**config.mk**
```make
export PLATFORM = sky130hd
export DESIGN_NAME = row_window_splitter
export DESIGN_NICKNAME = d
export VERILOG_FILES = /design/src/rtl/row_window_splitter.sv
export SDC_FILE = /design/constraint.sdc
export NUM_CORES = 2
export LEC_CHECK = 0
export BUFFER_PORTS_ARGS = -buffer_cell sky130_fd_sc_hd__buf_2
export CAP_MARGIN = 20
export CORE_ASPECT_RATIO = 0.9
export CORE_MARGIN = 1
export CORE_UTILIZATION = 30
export CTS_CLUSTER_DIAMETER = 100
export DETAILED_ROUTE_END_ITERATION = 10
export SETUP_SLACK_MARGIN = 0.3
export SYNTH_ARGS = -nofsm -noshare
export SYNTH_HDL_FRONTEND = slang
export SYNTH_SLANG_ARGS = --single-unit
export TNS_END_PERCENT = 1
```
**constraint.sdc**
```tcl
create_clock -name clk -period 4.1 [get_ports clk]
set_input_delay 0.205 -clock clk [delete_from_list [all_inputs] [get_ports clk]]
set_output_delay 0.205 -clock clk [all_outputs]
set_load 0.01 [all_outputs]
```
**src/rtl/row_window_splitter.sv**
```systemverilog
// Splits one full output-width row into N_COL_FEATURE overlapping stride windows, one per
// handshake. A pending slot lets the next row load while the current one drains.
module row_window_splitter #(
    parameter int BIT_WIDTH     = 8,
    parameter int N_COL_FEATURE = 8,
    parameter int N_COL_KERNEL  = 5,
    parameter int NUM_STRIDE    = 2,
    parameter int N_PIX_IN      = N_COL_FEATURE * N_COL_KERNEL,
    parameter int N_PIX_OUT     = (N_COL_FEATURE - 1) * NUM_STRIDE + N_COL_KERNEL
) (
    input  logic                                   clk,
    input  logic                                   rst_n,
    input  logic                                   row_valid,
    output logic                                   row_ready,
    input  logic [2*BIT_WIDTH*N_PIX_OUT-1:0]       row_data,
    output logic                                   win_valid,
    input  logic                                   win_ready,
    output logic [2*BIT_WIDTH*N_COL_KERNEL-1:0]    win_data,
    output logic [N_COL_FEATURE-1:0]               win_strobe,
    output logic [2*BIT_WIDTH*N_PIX_IN-1:0]        win_bus,
    output logic                                   win_last,
    output logic                                   busy
);

    localparam int W     = 2 * BIT_WIDTH;
    localparam int ROW_W = W * N_PIX_OUT;
    localparam int WIN_W = W * N_COL_KERNEL;
    localparam int BUS_W = W * N_PIX_IN;
    localparam int IDX_W = (N_COL_FEATURE > 1) ? $clog2(N_COL_FEATURE) : 1;
    localparam logic [IDX_W-1:0] LAST_IDX = IDX_W'(N_COL_FEATURE - 1);

    typedef enum logic {
        IDLE,
        EMIT
    } state_t;

    state_t             state, state_n;
    logic [ROW_W-1:0]   active_row, active_n;
    logic [ROW_W-1:0]   pending_row, pending_n;
    logic               pending_valid, pending_valid_n;
    logic [IDX_W-1:0]   idx, idx_n;

    logic [WIN_W-1:0]          win_data_n;
    logic [N_COL_FEATURE-1:0]  win_strobe_n;
    logic [BUS_W-1:0]          win_bus_n;
    logic                      win_last_n;

    logic row_fire;
    logic win_fire;

    assign row_ready = rst_n && !pending_valid;
    assign busy      = (state == EMIT) || pending_valid;
    assign row_fire  = row_valid && row_ready;
    assign win_fire  = win_valid && win_ready;

    // NOTE: every next-state variable gets its hold value first, so no path leaves it unassigned (no latch).
    always_comb begin
        state_n         = state;
        active_n        = active_row;
        pending_n       = pending_row;
        pending_valid_n = pending_valid;
        idx_n           = idx;
        case (state)
            IDLE: begin
                if (row_fire) begin
                    active_n = row_data;
                    idx_n    = '0;
                    state_n  = EMIT;
                end
            end
            EMIT: begin
                if (win_fire && idx == LAST_IDX) begin
                    // Pending wins over a same-cycle row; row_ready is low then anyway.
                    if (pending_valid) begin
                        active_n        = pending_row;
                        pending_valid_n = 1'b0;
                        idx_n           = '0;
                    end else if (row_fire) begin
                        active_n = row_data;
                        idx_n    = '0;
                    end else begin
                        state_n = IDLE;
                    end
                end else begin
                    if (win_fire)
                        idx_n = idx + IDX_W'(1);
                    if (row_fire) begin
                        pending_n       = row_data;
                        pending_valid_n = 1'b1;
                    end
                end
            end
            default: state_n = IDLE;
        endcase
    end

    // Window outputs are computed from next state so they can be registered with no extra latency.
    always_comb begin
        win_data_n   = '0;
        win_strobe_n = '0;
        win_bus_n    = '0;
        win_last_n   = 1'b0;
        if (state_n == EMIT) begin
            for (int k = 0; k < N_COL_FEATURE; k++) begin
                if (idx_n == IDX_W'(k)) begin
                    win_data_n                   = active_n[W*(N_PIX_OUT-k*NUM_STRIDE)-1 -: WIN_W];
                    win_bus_n[k*WIN_W +: WIN_W]  = active_n[W*(N_PIX_OUT-k*NUM_STRIDE)-1 -: WIN_W];
                    win_strobe_n[k]              = 1'b1;
                end
            end
            win_last_n = (idx_n == LAST_IDX);
        end
    end

    // NOTE: the row buffers are cleared on reset too, so no stale pixels survive a discarded row.
    always_ff @(posedge clk) begin
        if (!rst_n) begin
            state         <= IDLE;
            active_row    <= '0;
            pending_row   <= '0;
            pending_valid <= 1'b0;
            idx           <= '0;
            win_valid     <= 1'b0;
            win_data      <= '0;
            win_strobe    <= '0;
            win_bus       <= '0;
            win_last      <= 1'b0;
        end else begin
            state         <= state_n;
            active_row    <= active_n;
            pending_row   <= pending_n;
            pending_valid <= pending_valid_n;
            idx           <= idx_n;
            win_valid     <= (state_n == EMIT);
            win_data      <= win_data_n;
            win_strobe    <= win_strobe_n;
            win_bus       <= win_bus_n;
            win_last      <= win_last_n;
        end
    end

endmodule

```
After elaboration in Yosys (flattened, before gate mapping)
Index checks and enable logic that the tools add are counted.
Storage, ports and cells
  bits in registers: 1342
  bits in latches: 0
  bits in writable memories: 0
  ROM bits: 0
  bits of input ports: 308
  output and inout port bits: 732
  word-level logic and storage cells: 76
  memories: 0
Cells by class
  add/sub/neg operators: 1
  multiply operators: 0
  div/mod/pow operators: 0
  $lt $le $gt $ge: 0
  equality and inequality tests: 8
  shifts and indexed selects: 0
  mux-type cells: 31
  bitwise logic cells: 2
  reduce and logical (&&, ||, !) cells: 18
Operator list (number)
  304-bit two-way mux: 3
  80-bit two-way mux: 8
  304-bit one-hot mux with 2 select lines: 1
  3-bit AND reduction: 8
  3-bit equality test (second input constant): 5
  1-bit two-way mux: 13
  3-bit two-way mux: 4
  3-bit by 2-bit equality test with 1-bit output (second input constant): 2
  3-bit one-hot mux with 2 select lines: 1
  1-bit logical AND: 4
  2-bit AND reduction: 2
  3-bit by 1-bit adder with 3-bit output (second input constant): 1
  3-bit by 1-bit equality test with 1-bit output (second input constant): 1
  3-bit zero test: 1
  1-bit NOT: 2
  1-bit one-hot mux with 2 select lines: 1
  2-bit nonzero test: 1
  1-bit zero test: 1
  1-bit logical OR: 1

Depth between registers and ports, before layout
  depth after elaboration: 16
  mapped depth: 13
  mapped depth without buffers: 10

Worst setup path after synthesis
No wires, ideal clock.
  kind: register -> register
  start: register idx[0]
  end: register win_data[10]
  setup time: 0.082 ns
  data arrival time: 2.577 ns
  data required time: 4.018 ns
  setup slack: 1.440 ns
  stages on the path, launching flop included: 11
  clock period less this slack: 2.660 ns
  path through: dfxtp_1 > ha_1 > ha_1 > buf_2 > o31ai_2 > a31o_1 > buf_4 > buf_2 > mux2_1 > a221o_1 > o221ai_1
On the way
  longest elaborated chain between the ends: 13
  elaborated cells on any way between the ends: 29
  those cells by class: add/sub (1); eq/ne (8); mux (17); reduce/logical (3)
RTL lines
  start: declaration: line 41  | logic [IDX_W-1:0] idx, idx_n;
  start signal: assignment: line 133  | idx <= idx_n;
  3-bit by 1-bit adder with 3-bit output, or another cell as far along: line 86  | idx_n = idx + IDX_W'(1);
  3-bit two-way mux, or another cell as far along: line 85  | if (win_fire)
  3-bit two-way mux: line 72  | if (win_fire && idx == LAST_IDX) begin
  3-bit one-hot mux with 2 select lines: line 63  | case (state)
  3-bit zero test: line 105  | if (idx_n == IDX_W'(k)) begin
  80-bit two-way mux (8 in a row): line 105
  end signal: assignment: line 135  | win_data <= win_data_n;
  end: declaration: line 18  | output logic [2*BIT_WIDTH*N_COL_KERNEL-1:0] win_data,
Parallel ways exist; a longest one is shown, timed or not.
A chain may end at the register's enable or synchronous reset.

Final worst setup path
  start: register idx[0]
  end: register win_data[47]
Same word-level chain as after synthesis.

==> metrics.txt <==
DRC Markers 0; syn nets 6,577; Critical R2R Capture win_data[47]; Reg area 26,900 µm²; largest net degree at the start of global routing 160; share of post-route cells with drive strength above 1 0.217; # placed instances 9,298; P_int 22,900 µW; synthesized instance count 6,267; Synth area leaders dfxtp_1 52%, nand2_1 9.5%, a21oi_1 8.0%; vias in the first global route 49,700; met3 Usage GRT 0.0607; Sequential Power Share 0.424; flop and latch count out of synthesis 1,341; nets 7,802; die area 174,000 µm²; pwr dens 466 nW/µm²; area growth from synthesis to layout 32.7%; Worst Reg-to-Reg Cells 11; slew at the pin closest to its max-slew limit 1.18 ns; R2R setup slack 0.37 ns; Via density 5.37; area of the multi-input gates 22,700 µm²; clk_skew 0.0575 ns; met1 usage in global routing 0.366; distinct cell type count of the synthesized netlist 64; iteration count of the initial detailed-routing pass 9; Ys Warns 0; max_slew headroom 0.214; Mapped Avg Cell Area 8.25 µm²; Hold Path Cell Cnt 3; drt total wl 279 mm; # IOs 1,040; final setup fails 0; CTS Buf Count 149; global route total overflow 0; top cell type's share of synthesized area 0.519; Worst setup EP type register; Post-synth EDFFs 0; I/O Buffers 1,039; Max Clock Freq 268 MHz; post-synthesis async set-or-reset flop share 0; worst skew pair latency 0.81 ns; RSZ-0062 raised after global routing yes; Crit path required time 4.76 ns; NetSw 9110 µW; maximum fanout along the worst path 36; DRT antenna net count 0; initial drt markers 5,736; Hold Fails Final Rpt 0; Hold Crit Class input port to register; H-tree depth 4; sequential element share of the synthesized area 0.519; top_reg_cell synth dfxtp_1; Starting Density 0.302; Worst Hold Launch rst_n; worst-case clock buffer depth 3; clock sink count 1,341; die height 396 µm; clock power share 0.446; DR vias 53,200; Peak VDD IR 0.386 mV; Final GP Congestion 0.944; root buffer cell clkbuf_16; row cnt 144; DP Wirelength 196 mm; Mapped Area 51,700 µm²; most common cell after layout, fill and taps aside dfxtp_1; total leakage power 0.0294 µW; most frequent cells in the layout 1,339 x dfxtp_1, 1,299 x nand2_1, 1,037 x buf_2; die width 440 µm; FILL cells 17,200; Logic pwr share 0.130; setup TNS 0 ns; Core Box Area 171,000 µm²; Startpoint Class register; Worst Hold Path EP active_row[223]; Critical Setup Path Class register to register; DR WL/cell 28.2 µm; global routing's busiest layer met2; worst path arrival time 4.39 ns; initial antenna violation count 45; Sw Ratio 0.285; CTS tree built; Cell Count, Final, Fillers Out 9,907; R2R Path Start idx[0]; Global Route met2 Usage 0.508; leading area contributor after synthesis dfxtp_1; Total Routing Usage GR 0.307; min Tclk post-route 3.73 ns; Worst-path clk slew 0.06 ns; max cap viols 0; run status finished, final reports clean; fin. max-slew vios 0; Final Cycle Share 0.911; first-pass GRT wire length 383 mm
-- critical path: stages, from the launching register on --
cell,delay [ns]
dfxtp_1,0.46
ha_1,0.25
ha_4,0.21
buf_4,0.40
nand2_8,0.29
buf_4,0.37
nand2_1,0.09
nand2_1,0.07
a21oi_2,0.77
o221ai_1,0.25
a21oi_1,0.28
a2111oi_1,0.09
-- metrics by stage --
step                instance area (µm²)   util  power [µW]  worst slack [ns]  hold WS [ns]
floorplan                         51700      -       15600              1.44         0.341
global placement                  60200  0.352       17600             0.413         0.437
finish                            68600  0.401       32000             0.366         0.147
global route                      68600  0.401       32900             0.266         0.148
detailed placement                60200  0.352       17600             0.412         0.441
CTS                               68500  0.400       32100             0.409         0.130
-- cells by family (layout without fill, tap and decap cells) --
family | Yosys count | in the layout | synth area share
other cells | 0 | 31 | 0
compound gates | 1422 | 1422 | 0.163
simple gates | 2731 | 2731 | 0.231
fa+ha+maj | 2 | 2 | 0.000484
flops | 1341 | 1341 | 0.519
buf+inv | 573 | 1919 | 0.0477
mux | 198 | 198 | 0.0392
-- routing by layer --
layer,share of wire,up-vias
met5,0.00028,-
met4,0.068,12
met3,0.079,622
met2,0.48,2993
met1,0.38,25900
li1,-,23700
-- power groups by stage --
stage / sequential, µW / clock, µW / combinational [µW]
global route: 13600 / 15000 / 4320
finish: 13600 / 14300 / 4160
CTS: 13600 / 14500 / 4110
floorplan: 13800 / 0 / 1770
detailed placement: 13800 / 0 / 3810
global placement: 13800 / 0 / 3780
-- cells in the mapped netlist, types with 10 or more instances --
| cell type | instances |
|---|---|
| dfxtp_1 | 1341 |
| nand2_1 | 1303 |
| a21oi_1 | 826 |
| nor2_1 | 743 |
| and2_1 | 297 |
| clkbuf_1 | 296 |
| buf_2 | 182 |
| mux2i_1 | 162 |
| nand3_1 | 154 |
| o21ai_0 | 140 |
| o22ai_1 | 117 |
| and3_1 | 85 |
| o211ai_1 | 56 |
| o221ai_1 | 47 |
| and4_1 | 41 |
| buf_1 | 41 |
| o22a_1 | 38 |
| mux2_2 | 35 |
| a32oi_1 | 34 |
| nand3b_1 | 31 |
| inv_1 | 25 |
| buf_4 | 24 |
| a32o_1 | 23 |
| nor3_1 | 22 |
| o31ai_1 | 21 |
| a211oi_1 | 16 |
| a22oi_1 | 16 |
| nand4_1 | 16 |
| a21o_1 | 15 |
| nand4b_1 | 15 |
| a211o_1 | 12 |
| o2111ai_1 | 12 |
| a31o_1 | 10 |
| nand2b_1 | 10 |
-- worst max path at each step --
| stage | start | endpoint | cells after the start |
|---|---|---|---|
| after floorplan | idx[0] | win_data[10] | 10 |
| after global placement | idx[0] | win_data[40] | 11 |
| after detailed placement | idx[0] | win_data[40] | 11 |
| after CTS | idx[0] | win_data[47] | 11 |
| after global routing | idx[0] | win_data[44] | 9 |
| final | idx[0] | win_data[47] | 11 |
-- cell type report --
cell class,instances,area share
Antenna cell,31,0.00113
Clock buffer,205,0.0622
Clock inverter,67,0.0139
Inverter,30,0.00182
Multi-Input combinational cell,4353,0.331
Sequential cell,1341,0.391
Tap cell,2263,0.0413
Timing Repair Buffer,1617,0.158
-- timing repair --
item / CTS / global route
hold buffers: 305 / 0
endpoints found under the hold margin: 634 / 0
endpoints found under the setup margin: 0 / 5
gates resized for setup: 0 / 2
buffers inserted: 0 / 0
-- sequential cells by signal, indices dropped and copies added (netlist names) --
name,flops
active_row,304
win_data,80
win_bus,640
idx,3
state,1
win_strobe,8
pending_row,304
pending_valid,1
Note: power is estimated with default switching activity, not from simulation.
